<file path="src/rtl/uart_pkg.sv">
// Shared UART definitions: FIFO sizing, register map and status layout.
package uart_pkg;

  localparam int UART_FIFO_DEPTH = 8;
  localparam int UART_DATA_W     = 8;
  localparam int UART_CNT_W      = $clog2(UART_FIFO_DEPTH) + 1;

  // Peripheral register offsets
  localparam logic [3:0] UART_ADDR_DATA   = 4'h0;  // RX read pops, TX write
  localparam logic [3:0] UART_ADDR_STATUS = 4'h4;
  localparam logic [3:0] UART_ADDR_CTRL   = 4'h8;

  // CTRL register bit positions
  localparam int UART_CTRL_RX_FLUSH   = 0;
  localparam int UART_CTRL_CLR_OVF    = 1;

  // STATUS register layout, LSB first: tx_busy, rx_valid, rx_full, rx_overflow, rx_count
  typedef struct packed {
    logic [UART_CNT_W-1:0] rx_count;
    logic                  rx_overflow;
    logic                  rx_full;
    logic                  rx_valid;
    logic                  tx_busy;
  } uart_status_t;

  // Assemble the status word the register block returns on a STATUS read
  function automatic uart_status_t uart_pack_status(
    input logic                  tx_busy,
    input logic                  rx_valid,
    input logic                  rx_full,
    input logic                  rx_overflow,
    input logic [UART_CNT_W-1:0] rx_count
  );
    uart_status_t s;
    s.tx_busy     = tx_busy;
    s.rx_valid    = rx_valid;
    s.rx_full     = rx_full;
    s.rx_overflow = rx_overflow;
    s.rx_count    = rx_count;
    return s;
  endfunction

endpackage

</file>
<file path="src/rtl/uart_rx_fifo.sv">
// Receive byte buffer: edge-detected push from the UART receiver, show-ahead
// read with pop from the register block, flush, and a sticky overflow flag.
module uart_rx_fifo
  import uart_pkg::*;
#(
  parameter int DEPTH = UART_FIFO_DEPTH,
  parameter int WIDTH = UART_DATA_W
) (
  input  logic                       clk,
  input  logic                       reset,
  input  logic [WIDTH-1:0]           rx_data,
  input  logic                       rx_valid,
  input  logic                       pop,
  input  logic                       flush,
  input  logic                       clr_overflow,
  output logic [WIDTH-1:0]           rd_data,
  output logic                       rd_valid,
  output logic [$clog2(DEPTH):0]     count,
  output logic                       full,
  output logic                       overflow
);

  localparam int AW = $clog2(DEPTH);
  localparam int CW = AW + 1;
  localparam logic [CW-1:0] CNT_FULL = CW'(DEPTH);

  logic             rx_valid_q, rx_valid_d;
  logic [AW-1:0]    wr_ptr_q, wr_ptr_d;
  logic [AW-1:0]    rd_ptr_q, rd_ptr_d;
  logic [CW-1:0]    count_q, count_d;
  logic             overflow_q, overflow_d;
  logic [WIDTH-1:0] mem_q [DEPTH];

  logic push_req, pop_ok, push_ok, push_drop, mem_we;
  logic is_empty, is_full;

  assign is_empty = (count_q == '0);
  assign is_full  = (count_q == CNT_FULL);

  // Qualify requests: rising edge of rx_valid is a push; pop only when data exists.
  // A pop on a full FIFO frees the slot, so a same-cycle push still fits.
  always_comb begin
    push_req  = rx_valid & ~rx_valid_q;
    pop_ok    = pop & ~is_empty & ~flush;
    push_ok   = push_req & ~flush & (~is_full | pop_ok);
    push_drop = push_req & ~flush & is_full & ~pop_ok;
    mem_we    = push_ok;
  end

  // Next-state for pointers, count and the sticky overflow flag; flush wins.
  always_comb begin
    rx_valid_d = rx_valid;
    wr_ptr_d   = wr_ptr_q;
    rd_ptr_d   = rd_ptr_q;
    count_d    = count_q;
    overflow_d = overflow_q;
    if (flush) begin
      wr_ptr_d = '0;
      rd_ptr_d = '0;
      count_d  = '0;
    end else begin
      if (push_ok) wr_ptr_d = wr_ptr_q + AW'(1);
      if (pop_ok)  rd_ptr_d = rd_ptr_q + AW'(1);
      case ({push_ok, pop_ok})
        2'b10:   count_d = count_q + CW'(1);
        2'b01:   count_d = count_q - CW'(1);
        default: count_d = count_q;
      endcase
    end
    // Set beats clear when both land in the same cycle
    if (clr_overflow) overflow_d = 1'b0;
    if (push_drop)    overflow_d = 1'b1;
  end

  // Control state; rx_valid_q resets high so a level already present at
  // reset release is not mistaken for a new byte.
  always_ff @(posedge clk or posedge reset) begin
    if (reset) begin
      rx_valid_q <= 1'b1;
      wr_ptr_q   <= '0;
      rd_ptr_q   <= '0;
      count_q    <= '0;
      overflow_q <= 1'b0;
    end else begin
      rx_valid_q <= rx_valid_d;
      wr_ptr_q   <= wr_ptr_d;
      rd_ptr_q   <= rd_ptr_d;
      count_q    <= count_d;
      overflow_q <= overflow_d;
    end
  end

  // Byte storage; contents need no reset since count gates visibility.
  always_ff @(posedge clk) begin
    if (mem_we) mem_q[wr_ptr_q] <= rx_data;
  end

  assign rd_data  = mem_q[rd_ptr_q];
  assign rd_valid = ~is_empty;
  assign count    = count_q;
  assign full     = is_full;
  assign overflow = overflow_q;

endmodule

</file>
<file path="config.mk">
export PLATFORM = sky130hd
export DESIGN_NAME = uart_rx_fifo
export DESIGN_NICKNAME = d
export VERILOG_FILES = /design/src/rtl/uart_pkg.sv /design/src/rtl/uart_rx_fifo.sv
export SDC_FILE = /design/constraint.sdc
export NUM_CORES = 1
export LEC_CHECK = 0
export CAP_MARGIN = 0
export CELL_PAD_IN_SITES_DETAIL_PLACEMENT = 1
export CELL_PAD_IN_SITES_GLOBAL_PLACEMENT = 2
export CORE_UTILIZATION = 46
export CTS_BUF_LIST = sky130_fd_sc_hd__clkbuf_8 sky130_fd_sc_hd__clkbuf_16
export CTS_CLUSTER_SIZE = 14
export DETAILED_ROUTE_END_ITERATION = 16
export PLACE_DENSITY_LB_ADDON = 0.1
export SLEW_MARGIN = 20
export SYNTH_ARGS = -nofsm -noshare
export SYNTH_HDL_FRONTEND = slang
export SYNTH_SLANG_ARGS = --single-unit
</file>
<file path="constraint.sdc">
create_clock -name clk -period 5.85 [get_ports clk]
set_input_delay 1.17 -clock clk [delete_from_list [all_inputs] [get_ports clk]]
set_output_delay 1.17 -clock clk [all_outputs]
set_load 0.005 [all_outputs]
</file>
==> metrics.md <==
| Metric | Value |
|---|---|
| Status | completed |
| Final core utilization | ~57% |
| PortBufs | 28 |
| Setup crit end kind | output pin |
| Buf+Inv Stages, Crit Path | 1 |
| GR Util All Layers | roughly a fifth |
| RD Place Congestion | ~0.80 |
| CTS tree | yes |
| Crit-path max cell delay | between 0.9 and 1 ns |
| DRC | 0 |
| Worst hold path class | reg -> reg |
| RSZ-0062 raised after global routing | no |
| CP Class | reg -> out |
| Commonest non-fill, non-tap cell in the layout | edfxtp_1 |
| Min cycle time layout | approximately 3.9 ns |
| CP required | about 4.7 ns |
| Slew HR | 36.8% |
| Post-route clock period utilization | between 60 and 70% |
| MaxCap Viol Count | 0 |
| Sequential share of the synthesized area | about two thirds |
| Pre-antenna DRT Iters | 4 |
| #FFs+latches synth | 76 |
| YS warnings | 0 |
| Layout area overhead | 17.4% |
| WL final | about 6700 um |
| Die area | between 0.007 and 0.008 mm2 |
| DP HPWL | approximately 4400 um |
| CTS H-Tree Depth | 3 |
| Crit start category | flip-flop |
| Initial Util | 48.4% |
| Clock Pin Slew Worst Setup and Hold Paths | around 0.08 ns |
| Critical-path cell list | mux4_1, mux2_2, clkdlybuf4s50_1 |
| Cts hold-fix bufs | 0 |
| Synth area leader | edfxtp_1 |
| Post-CTS resize count | 0 |
| Clk sinks | 76 |
| Pwr Density | 370 mW/mm2 |
| Diode count | 0 |
| Peak supply drop | 0.152 mV |
| Distinct cells, synth | 42 |
| Setup Viol. Count Final | 0 |
| Largest net degree at the start of global routing | 19 |
| Vias in the first global route | just under 2,000 |
| Critical Path AT | 2.70 ns |
| Via density per instance | 5.58 |
| I/O pin count | 29 |
| WL per Instance | between 20 and 25 um |
| Worst-margin pin slew | between 0.9 and 1 ns |
| # nets final | between 200 and 250 |
| Most frequent cells in the layout | edfxtp_1 (64), clkdlybuf4s50_1 (28), mux4_1 (16), nor2_1 (14), dfrtp_1 (11) |
| Post-route ant nets | 0 |
| Post-Synthesis Cells | about 190 |
| Worst path top cell family by delay | flip-flops |
| Post-Syn Area | roughly 0.0033 mm2 |
| Layout cells sized above 1 | 15.1% |
| Largest cells by area after synthesis | edfxtp_1 (58%), mux4_1 (13%), dfrtp_1 (8.2%), mux2_2 (2.7%), nor2_1 (1.6%) |
| Achievable Freq | ~260 MHz |
| Crit path max fanout | 18 |
| Die height | just under 90 um |
| Setup TNS | 0 ns |
| Slew Viols, Final | 0 |
| CTS buffer count | 9 |
| Clock latency at the later pin of the worst-skew pair | ~0.34 ns |
| Post-synth top area share | 57.5% |
| # Post-CTS Setup Buffers | 0 |
| Final Hold Vio Count | 0 |
| First-pass GRT wire length | 10,400 um |
| Vias post-DR | 1,790 |
| Fill count | 670 |
| Clock Path Buffers | 2 |
| Clock skew | 0.00982 ns |
| Initial antenna violation count | 0 |
| Drt initial violations | between 100 and 150 |
| Core area | 0.00691 mm2 |
| Die width | between 80 and 90 um |
| Static Leak | between 1 and 1.5 nW |
| Syn_nets | 208 |
| Root Driver | clkbuf_8 |
| Reg-to-reg slack, setup | 2.74 ns |
| Grt total ovfl | 0 |
| Row count | 30 |
| CP max-delay cell | dfrtp_1 |
| Syn_area_per_cell | ~18 um2 |
[worst min-delay path: cells and delay by family, from the launching register on]
family / cells / cell delay (ns)
buffers and inverters: 1 / 0.05
AOI/OAI and AO/OA: 1 / 0.06
DFF: 1 / 0.38
[report_power, final]
| group | total (W) | switching (W) | internal (W) |
|---|---|---|---|
| sequential | 0.000681 | 0.0000754 | 0.000606 |
| clock | 0.000419 | 0.000184 | 0.000235 |
| combinational | 0.000352 | 0.000133 | 0.000219 |
[final timing paths]
path / cells after the start / to / from
setup / recovery: 3 / rd_data[7] / rd_ptr_q[0]$_DFFE_PP0P_
hold / removal: 2 / overflow$_DFFE_PP0P_ / overflow$_DFFE_PP0P_
setup reg to reg: 9 / count[3]$_DFFE_PP0P_ / rx_valid_q$_DFF_PP1_
hold reg to reg: 2 / overflow$_DFFE_PP0P_ / overflow$_DFFE_PP0P_
max in group asynchronous: 2 / rx_valid_q$_DFF_PP1_ / reset
min in group asynchronous: 2 / overflow$_DFFE_PP0P_ / reset
[synthesized netlist by cell type]
library cell,instances
dfrtp_1,11
and2_1,2
mux2i_1,5
xor2_1,3
buf_12,1
nor3_1,3
or3_1,1
buf_1,2
nand3b_1,1
and3_1,1
nand2_1,9
buf_6,1
inv_1,4
nor2_1,14
a22oi_1,2
buf_2,4
mux4_1,16
nor2_2,1
a31o_2,1
nand2b_1,2
clkbuf_1,2
nor3b_1,2
o21ai_0,2
a21oi_1,1
ha_1,4
edfxtp_1,64
nand3_1,1
fa_1,1
nor4b_1,2
o22ai_1,1
nor4_1,2
nor2b_1,1
o311a_1,1
dfstp_2,1
a21o_1,1
o211ai_1,2
nor4_2,1
a31oi_1,2
nor3_4,1
a221oi_2,1
mux2_2,8
xnor2_1,4
[per-layer routing]
metal	vias to the layer above	track usage (%)	share of wire (%)
met3	10	3.60	2.9
met4	0	7.75	1.5
met5	-	0	0
met1	922	25.8	45
li1	818	-	-
met2	40	32.9	51
[cell type report]
| type | count | area, um2 | share of cell area [%] |
|---|---|---|---|
| flip-flops and latches | 76 | 2220 | 56.7 |
| multi-input cells | 99 | 1050 | 26.9 |
| repair buffers | 31 | 303 | 7.72 |
| clock buffers | 9 | 124 | 3.16 |
| well taps | 96 | 120 | 3.06 |
| clock inverters | 6 | 81.3 | 2.07 |
| inverters | 4 | 15.0 | 0.383 |
[kinds of logic after synthesis]
group,after synthesis,share of synthesized area (%)
buffers and inverters,14,2.44
adder cells (fa/ha/maj),5,2.10
multiplexers,29,16.8
AND/OR/NAND/NOR,44,7.12
XOR/XNOR,7,1.84
AO/OA/AOI/OAI,14,3.15
flip-flops,76,66.6
[through the flow]
stage          std cells  instance area, um2  power (W)  setup WS (ns)  hold slack [ns]
2_1_floorplan        189                3340   0.000914           2.75            0.517
3_3_place_gp         306                3720    0.00102           2.08            0.515
3_5_place_dp         306                3720    0.00105           1.71            0.528
4_1_cts              321                3920    0.00146           1.92            0.540
5_1_grt              321                3920    0.00152           1.83            0.574
6_report             321                3920    0.00145           1.98            0.532
[sequential cells by signal, summed over array words and instances, names as in the netlist]
| name | cells |
|---|---|
| mem_q | 64 |
| count | 4 |
| rd_ptr_q | 3 |
| wr_ptr_q | 3 |
| overflow | 1 |
| rx_valid_q | 1 |
(Power assumes the default switching activity.)
